<file path="src/rtl/stream_min_select.sv">
// stream_min_select: serial argmin over a valid/ready stream of (data, id) candidates.
// Define STREAM_MIN_MAX_MODE_EN to select the maximum instead of the minimum.
module stream_min_select #(
   parameter int ADDW = 14,
   parameter int IDW  = 3,
   parameter int NUM  = 8
) (
   input  logic            clk,
   input  logic            rst_n,
   input  logic            in_valid,
   output logic            in_ready,
   input  logic [ADDW-1:0] in_data,
   input  logic [IDW-1:0]  in_id,
   input  logic            in_last,
   output logic            out_valid,
   input  logic            out_ready,
   output logic [ADDW-1:0] out_data,
   output logic [IDW-1:0]  out_id,
   output logic [7:0]      out_cnt
);

   typedef enum logic {COLLECT, HOLD} state_t;

   state_t          state, state_nxt;
   logic [ADDW-1:0] best_data, best_data_nxt;
   logic [IDW-1:0]  best_id, best_id_nxt;
   logic [7:0]      count, count_nxt, count_inc;
   logic            accept, better, close;

   assign in_ready  = (state == COLLECT);
   assign out_valid = (state == HOLD);
   assign accept    = in_valid & in_ready;
   assign count_inc = count + 8'd1;

   // Strict compare so that on a tie the earlier candidate stays the winner.
`ifdef STREAM_MIN_MAX_MODE_EN
   assign better = (in_data > best_data);
`else
   assign better = (in_data < best_data);
`endif

   always_comb begin
      state_nxt     = state;
      best_data_nxt = best_data;
      best_id_nxt   = best_id;
      count_nxt     = count;
      close         = 1'b0;
      case (state)
         COLLECT: begin
            if (accept) begin
               count_nxt = count_inc;
               if ((count == 8'd0) || better) begin
                  best_data_nxt = in_data;
                  best_id_nxt   = in_id;
               end
               if (in_last || (count_inc == 8'(NUM))) begin
                  close     = 1'b1;
                  state_nxt = HOLD;
               end
            end
         end
         HOLD: begin
            if (out_ready) begin
               state_nxt = COLLECT;
               count_nxt = 8'd0;
            end
         end
         default: state_nxt = COLLECT;
      endcase
   end

   // The result registers capture the winner including the closing beat.
   always_ff @(posedge clk or negedge rst_n) begin
      if (!rst_n) begin
         state     <= COLLECT;
         best_data <= '0;
         best_id   <= '0;
         count     <= 8'd0;
         out_data  <= '0;
         out_id    <= '0;
         out_cnt   <= 8'd0;
      end else begin
         state     <= state_nxt;
         best_data <= best_data_nxt;
         best_id   <= best_id_nxt;
         count     <= count_nxt;
         if (close) begin
            out_data <= best_data_nxt;
            out_id   <= best_id_nxt;
            out_cnt  <= count_inc;
         end
      end
   end

endmodule
</file>
<file path="config.mk">
export PLATFORM = sky130hd
export DESIGN_NAME = stream_min_select
export DESIGN_NICKNAME = d
export VERILOG_FILES = /design/src/rtl/stream_min_select.sv
export SDC_FILE = /design/constraint.sdc
export NUM_CORES = 1
export LEC_CHECK = 0
export ABC_AREA = 1
export BUFFER_PORTS_ARGS = -buffer_cell sky130_fd_sc_hd__buf_4
export CAP_MARGIN = 10
export CORE_MARGIN = 3
export CORE_UTILIZATION = 55
export CTS_CLUSTER_SIZE = 25
export DETAILED_ROUTE_END_ITERATION = 12
export PLACE_DENSITY = 0.77
export SYNTH_ARGS = -nofsm -noshare
export SYNTH_HDL_FRONTEND = slang
export SYNTH_SLANG_ARGS = --single-unit
</file>
<file path="constraint.sdc">
create_clock -name clk -period 2 [get_ports clk]
set_input_delay 0.4 -clock clk [delete_from_list [all_inputs] [get_ports clk]]
set_output_delay 0.4 -clock clk [all_outputs]
set_load 0.05 [all_outputs]
</file>
==> results of run 1 <==
==> synthesized netlist by cell type <==
library cell | n | area (sq um)
o22ai_1 | 5 | 31.3
buf_6 | 1 | 11.3
buf_2 | 4 | 20.0
buf_4 | 2 | 15.0
nand2_2 | 3 | 18.8
clkbuf_1 | 3 | 11.3
nor2_1 | 11 | 41.3
o21ai_0 | 1 | 5.00
clkinv_1 | 1 | 3.75
xnor2_1 | 1 | 8.76
and2_1 | 18 | 113
nand4_1 | 2 | 12.5
nand3_2 | 2 | 20.0
o21ai_1 | 11 | 55.1
a21oi_4 | 1 | 16.3
a21oi_1 | 4 | 20.0
ha_1 | 15 | 188
inv_1 | 54 | 203
nand3_1 | 41 | 205
dfrtp_1 | 51 | 1280
nor2_2 | 1 | 6.26
inv_2 | 3 | 11.3
nand2_1 | 105 | 394
==> critical path: cells and delay by family, from the launching register on <==
kind                       cells  cell delay, ns
buffers and inverters          3            0.27
DFF                            1            0.38
adders and majority gates      1            0.24
AOI/OAI and AO/OA              1            0.15
and+or+nand+nor                7            0.69
==> kinds of logic (layout without fill, tap and decap cells) <==
group | Yosys count | count (layout) | synth area share, %
adder cells (fa/ha/maj) | 15 | 15 | 6.99
XOR/XNOR | 1 | 1 | 0.326
AND/OR/NAND/NOR | 183 | 183 | 30.2
flip-flops | 51 | 51 | 47.5
AO/OA/AOI/OAI | 22 | 22 | 4.75
buffers and inverters | 68 | 120 | 10.2
==> cell type report <==
type	count	area [sq um]	area share [%]
repair buffers	55	420	13.0
flip-flops and latches	51	1280	39.6
inverters	58	220	6.82
well taps	65	81.3	2.52
clock buffers	6	82.6	2.56
multi-input cells	221	1140	35.4
clock inverters	1	5.00	0.155
==> layer usage <==
| layer | GRT usage (%) | vias to the layer above | share of wire (%) |
|---|---|---|---|
| li1 | - | 1155 | - |
| met1 | 29.5 | 1026 | 46 |
| met2 | 34.3 | 60 | 48 |
| met3 | 3.03 | 7 | 5.0 |
| met4 | 6.80 | 0 | 1.3 |
| met5 | 0 | - | 0 |
==> layout by cell type, fill, tap and decap left out <==
cell | Yosys | final
a21oi_1 | 4 | 4
a21oi_4 | 1 | 1
and2_1 | 18 | 18
buf_4 | 2 | 53
buf_6 | 1 | 2
clkbuf_8 | 0 | 6
clkinv_1 | 1 | 1
clkinv_2 | 0 | 1
dfrtp_1 | 51 | 50
dfrtp_2 | 0 | 1
ha_1 | 15 | 15
inv_1 | 54 | 54
inv_2 | 3 | 2
inv_4 | 0 | 1
nand2_1 | 105 | 105
nand2_2 | 3 | 2
nand2_4 | 0 | 1
nand3_1 | 41 | 41
nand3_2 | 2 | 2
nand4_1 | 2 | 2
nor2_1 | 11 | 10
nor2_2 | 1 | 2
o21ai_0 | 1 | 1
o21ai_1 | 11 | 11
o22ai_1 | 5 | 5
xnor2_1 | 1 | 1
==> power by group <==
part / total (W) / leakage [nW] / internal [W] / switching (W)
Sequential: 0.00160 / 0.617 / 0.00140 / 0.000199
Clock: 0.000590 / 0.0470 / 0.000272 / 0.000318
Combinational: 0.00225 / 1.12 / 0.000756 / 0.00150
==> path summary, 6_finish.rpt <==
check | from | end | slack (ns) | cells after the start
max | best_data[5] | best_id[1] | 0.18 | 12
min | rst_n | count[4] | 0.12 | 1
max reg2reg | best_data[5] | best_id[1] | 0.18 | 12
min reg2reg | out_data[4] | out_data[4] | 0.48 | 2
max in group asynchronous | rst_n | count[0] | 1.44 | 1
min in group clk | out_ready | out_valid | 0.27 | 2
==> metrics by stage <==
| stage | utilization (%) | setup slack (ns) | power [W] | hold WS (ns) |
|---|---|---|---|---|
| 2_1_floorplan | - | 0.0510 | 0.00319 | 0.104 |
| 3_3_place_gp | 68.9 | -0.00379 | 0.00380 | 0.465 |
| 3_5_place_dp | 68.9 | -0.0302 | 0.00385 | 0.467 |
| 4_1_cts | 70.9 | 0.112 | 0.00445 | 0.139 |
| 5_1_grt | 71.2 | -0.0114 | 0.00480 | 0.158 |
| 6_report | 71.2 | 0.178 | 0.00444 | 0.118 |
==> registers in the layout (all words and copies together), names as in the netlist <==
register	cells
count	8
out_valid	1
best_id	3
out_id	3
out_cnt	8
out_data	14
best_data	14
==> run_results.csv, run 1 <==
group,metric,value,unit
global_routing,antenna_found_initial,0,
placed_design,gp_congestion,0.873,
clock_network,hold_buffers,0,
clock_network,clkSlewWorstSetupHoldPaths,0.09,ns
timing,slew_violations,0,
global_routing,grt_pass1_wl,9.38,mm
cells_and_area,num-nets-final,429,
worst_setup_path,critical_path.max_stage_delay,0.38,ns
outcome,outcome,"finished, final reports clean",
cells_and_area,fin_cells,457,
placed_design,dpl.hpwl,4.05,mm
worst_setup_path,crit_path_max_fanout,6,
die,initial_core_util,59.2,%
placed_design,numPlacedInstances,450,
timing,hold_violations,0,
logic_synthesis,syn_area,0.00269,sq mm
die,io-pin-count,49,
timing,max_slew_margin,58.5,%
worst_setup_path,crit_top_cell,"nand2_1",
worst_setup_path,worst_setup_path_start_kind,"register",
hold_path,hold_class,"in2async",
worst_setup_path,cp-end-kind,"register",
logic_synthesis,syn_inst,340,
cells_and_area,syn_to_final_growth,20.2,%
timing,tightest_slew,0.622,ns
global_routing,grt_max_degree,52,
timing,setup_tns,0,ns
timing,clock.fmax,0.549,GHz
cells_and_area,fillers,376,
routing,drt_first_pass_iters,4,
pwr,ir_worst_vdd,0.720,mV
worst_setup_path,worstSetupPathType,"reg2reg",
clock_network,htree_levels,2,
cells_and_area,diodes,0,
die,die_area,0.00576,sq mm
global_routing,grt_pass1_vias,2131,
worst_setup_path,crit_path_top_delay_cell,"dfrtp_1",
logic_synthesis,synth.avg_cell_area,7.90,sq um
die,coreArea,0.00453,sq mm
worst_setup_path,cp_cell_sequence,"inv_1, ha_1, nand2_1, inv_1, a21oi_1, nand2_1, nand2_1, nand2_1, nand2_2, buf_4, nand3_1, and2_1",
routing,wire_per_inst,12.1,um
global_routing,gr-total-overflow,0,
routing,detail-route-antenna-nets,0,
logic_synthesis,synth_nets,377,
logic_synthesis,yosysWarnings,0,
clock_network,cts_setup_buffers,0,
timing,fin_crit_sh,91.1,%
cells_and_area,stdcell_area,0.00323,sq mm
timing,skew,0.00927,ns
timing,setup_viol,0,
pwr,cellLeakagePower,1.79,nW
clock_network,clockBufferDepth,2,
routing,drt_iter0_drc,183,
timing,period_minus_slack,1.82,ns
placed_design,postPlaceCellArea,0.00313,sq mm
clock_network,cts_resized,0,
die,die_w,75.9,um
routing,wl,5.51,mm
clock_network,clock-root-buffer,"clkbuf_8",
routing,viasPerCell,4.92,
die,die_h,75.9,um
clock_network,cts_tree,"yes",
worst_setup_path,critical_path_required,2.19,ns
clock_network,clk_latency,0.30,ns
die,rows,24,
clock_network,cts_buffers,5,
logic_synthesis,synthDistinctLibCells,23,
global_routing,grtUsageTotal,21.3,%
placed_design,port_buffers,48,
logic_synthesis,ys_seq_area_share,47.5,%
cells_and_area,layout-drive-gt1-share,18.9,%
job,cap_violations,0,
clock_network,cts.sinks,51,
timing,rsz0062_at_grt,"yes",
routing,route.detailed.drc,0,
pwr,powerDensity,1380,mW/mm^2
worst_setup_path,arrival,2.01,ns
logic_synthesis,ys_seq_elements,51,
routing,vias,2248,
No activity file was read; power rests on OpenSTA's default activity.
==> run 2: changes to the inputs <==
Settings changed: CORE_UTILIZATION 55 to 50, PLACE_DENSITY 0.77 to 0.74.
Clock period 2 ns to 1.6 ns, I/O delays scaled along.
==> run_results.csv, run 2 (synthesis results as in run 1) <==
group,metric,value,unit
outcome,outcome,"finished, violations left",
outcome,violations,"setup timing",
worst_setup_path,r2r-end,"best_data[3]",
global_routing,antenna_found_initial,0,
hold_path,worstHoldEndpoint,"out_valid",
worst_setup_path,crit_path_max_fanout,6,
timing,tightest_slew,0.629,ns
worst_setup_path,cp-end-kind,"register",
timing,hold_violations,0,
clock_network,clock-root-buffer,"clkbuf_8",
worst_setup_path,reg2reg_slack,-0.33,ns
global_routing,grtUsageTotal,23.9,%
worst_setup_path,arrival,2.14,ns
global_routing,grt_pass1_wl,11.6,mm
routing,detail-route-antenna-nets,0,
timing,slew_violations,0,
pwr,ir_worst_vdd,1.17,mV
routing,viasPerCell,5.07,
routing,drt_iter0_drc,121,
timing,skew,0.00564,ns
hold_path,hold_class,"in2reg",
die,io-pin-count,49,
clock_network,cts_buffers,5,
worst_setup_path,worst_setup_path_start_kind,"register",
timing,clock.fmax,0.519,GHz
die,die_h,79.3,um
cells_and_area,mostFrequentLayoutCells,"nand2_1 (78), buf_4 (68), dfrtp_1 (50), inv_1 (43), nand3_2 (24)",
worst_setup_path,worstRegToRegCells,13,
cells_and_area,diodes,0,
hold_path,worstHoldPathCells,2,
die,die_area,0.00629,sq mm
die,rows,26,
placed_design,dpl.hpwl,4.46,mm
routing,wl,7.50,mm
global_routing,grt_pass1_vias,2486,
clock_network,clk_latency,0.31,ns
cells_and_area,multiInputGateArea,0.00162,sq mm
timing,period_minus_slack,1.93,ns
job,cap_violations,0,
timing,rsz0062_at_grt,"yes",
global_routing,grt_max_degree,30,
placed_design,port_buffers,48,
clock_network,cts_tree,"yes",
clock_network,htree_levels,2,
placed_design,gp_congestion,0.891,
hold_path,worstHoldStart,"out_ready",
routing,wire_per_inst,15.3,um
routing,drt_first_pass_iters,4,
timing,fin_worst_hold_slack,0.171,ns
timing,setup_tns,-10.44,ns
cells_and_area,layout-drive-gt1-share,44.3,%
cells_and_area,reg_top3,"best_data: 14 flops, out_data: 14 flops",
routing,route.detailed.drc,0,
die,die_w,79.3,um
cells_and_area,syn_to_final_growth,49.1,%
pwr,cellLeakagePower,2.05,nW
clock_network,clockBufferDepth,2,
global_routing,gr-total-overflow,0,
timing,setup_viol,43,
clock_network,cts.sinks,51,
timing,fin_crit_sh,120,%
clock_network,clkSlewWorstSetupHoldPaths,0.09,ns
pwr,powerDensity,1790,mW/mm^2
die,initial_core_util,52.3,%
placed_design,place_ws,-0.284,ns
cells_and_area,final_common_cell,"nand2_1",
cells_and_area,num-nets-final,456,
worst_setup_path,worstSetupPathType,"reg2reg",
cells_and_area,regArea,0.00128,sq mm
routing,vias,2482,
timing,max_slew_margin,58.0,%
cells_and_area,fillers,352,
worst_setup_path,critical_path_required,1.81,ns
timing,postLayoutSetupSlackWorst,-0.327,ns
die,coreArea,0.00514,sq mm
worst_setup_path,r2r_start,"best_data[4]",
==> run 2: layout make-up <==
cell class,instances,area share (%)
clock buffers,8,2.50
inverters,58,5.59
multi-input cells,223,40.4
flip-flops and latches,51,31.9
well taps,70,2.19
repair buffers,80,17.5
==> run 2: per-layer routing <==
metal / part of all wire, % / track usage [%] / up-vias
li1: - / - / 1214
met1: 43 / 30.4 / 1185
met2: 51 / 40.7 / 68
met3: 4.2 / 4.99 / 15
met4: 2.3 / 7.73 / 0
met5: 0 / 0 / -
==> run 2: critical path, stage by stage (launching register included) <==
cell and delay [ns]:
dfrtp_1 0.38, inv_2 0.10, ha_4 0.22, nand2_4 0.06, inv_2 0.03, a21oi_2 0.15
nand2_1 0.09, nand2_1 0.08, nand2_2 0.08, nand2_4 0.11, buf_12 0.12, buf_16 0.12
nand3_2 0.09, and2_1 0.18
==> run 2: worst max-delay path by stage <==
stage | depth (start not counted) | end | start | slack (ns)
after floorplan | 13 | best_data[10] | best_data[13] | -0.04
after global placement | 12 | best_id[2] | in_data[13] | -0.23
after detailed placement | 13 | out_data[2] | in_data[13] | -0.28
after CTS | 13 | best_data[13] | best_data[4] | -0.18
after global routing | 14 | out_data[6] | best_data[3] | -0.42
final | 13 | best_data[3] | best_data[4] | -0.33
==> run 2: repair_timing <==
action | 4_1_cts | 5_1_grt
hold buffers | 1 | 0
buffers inserted | 4 | 5
pin swaps | 26 | 14
hold endpoints to repair | 22 | 0
setup endpoints to repair | 43 | 43
cloned | 3 | 0
gates resized for setup | 55 | 51
==> run 2: where the power goes <==
group          total, W  switching [W]  internal [W]
Combinational   0.00431        0.00256       0.00175
Clock          0.000836       0.000440      0.000396
Sequential      0.00204       0.000282       0.00176
==> run 2: through the flow <==
| stage | std cells | instance area [sq um] | power [W] | utilization, % |
|---|---|---|---|---|
| 3_5_place_dp | 470 | 3330 | 0.00507 | 64.8 |
| 5_1_grt | 490 | 4010 | 0.00761 | 77.9 |
| 6_report | 490 | 4010 | 0.00718 | 77.9 |
| 2_1_floorplan | 340 | 2760 | 0.00408 | - |
| 4_1_cts | 486 | 3790 | 0.00662 | 73.7 |
| 3_3_place_gp | 470 | 3330 | 0.00498 | 64.8 |
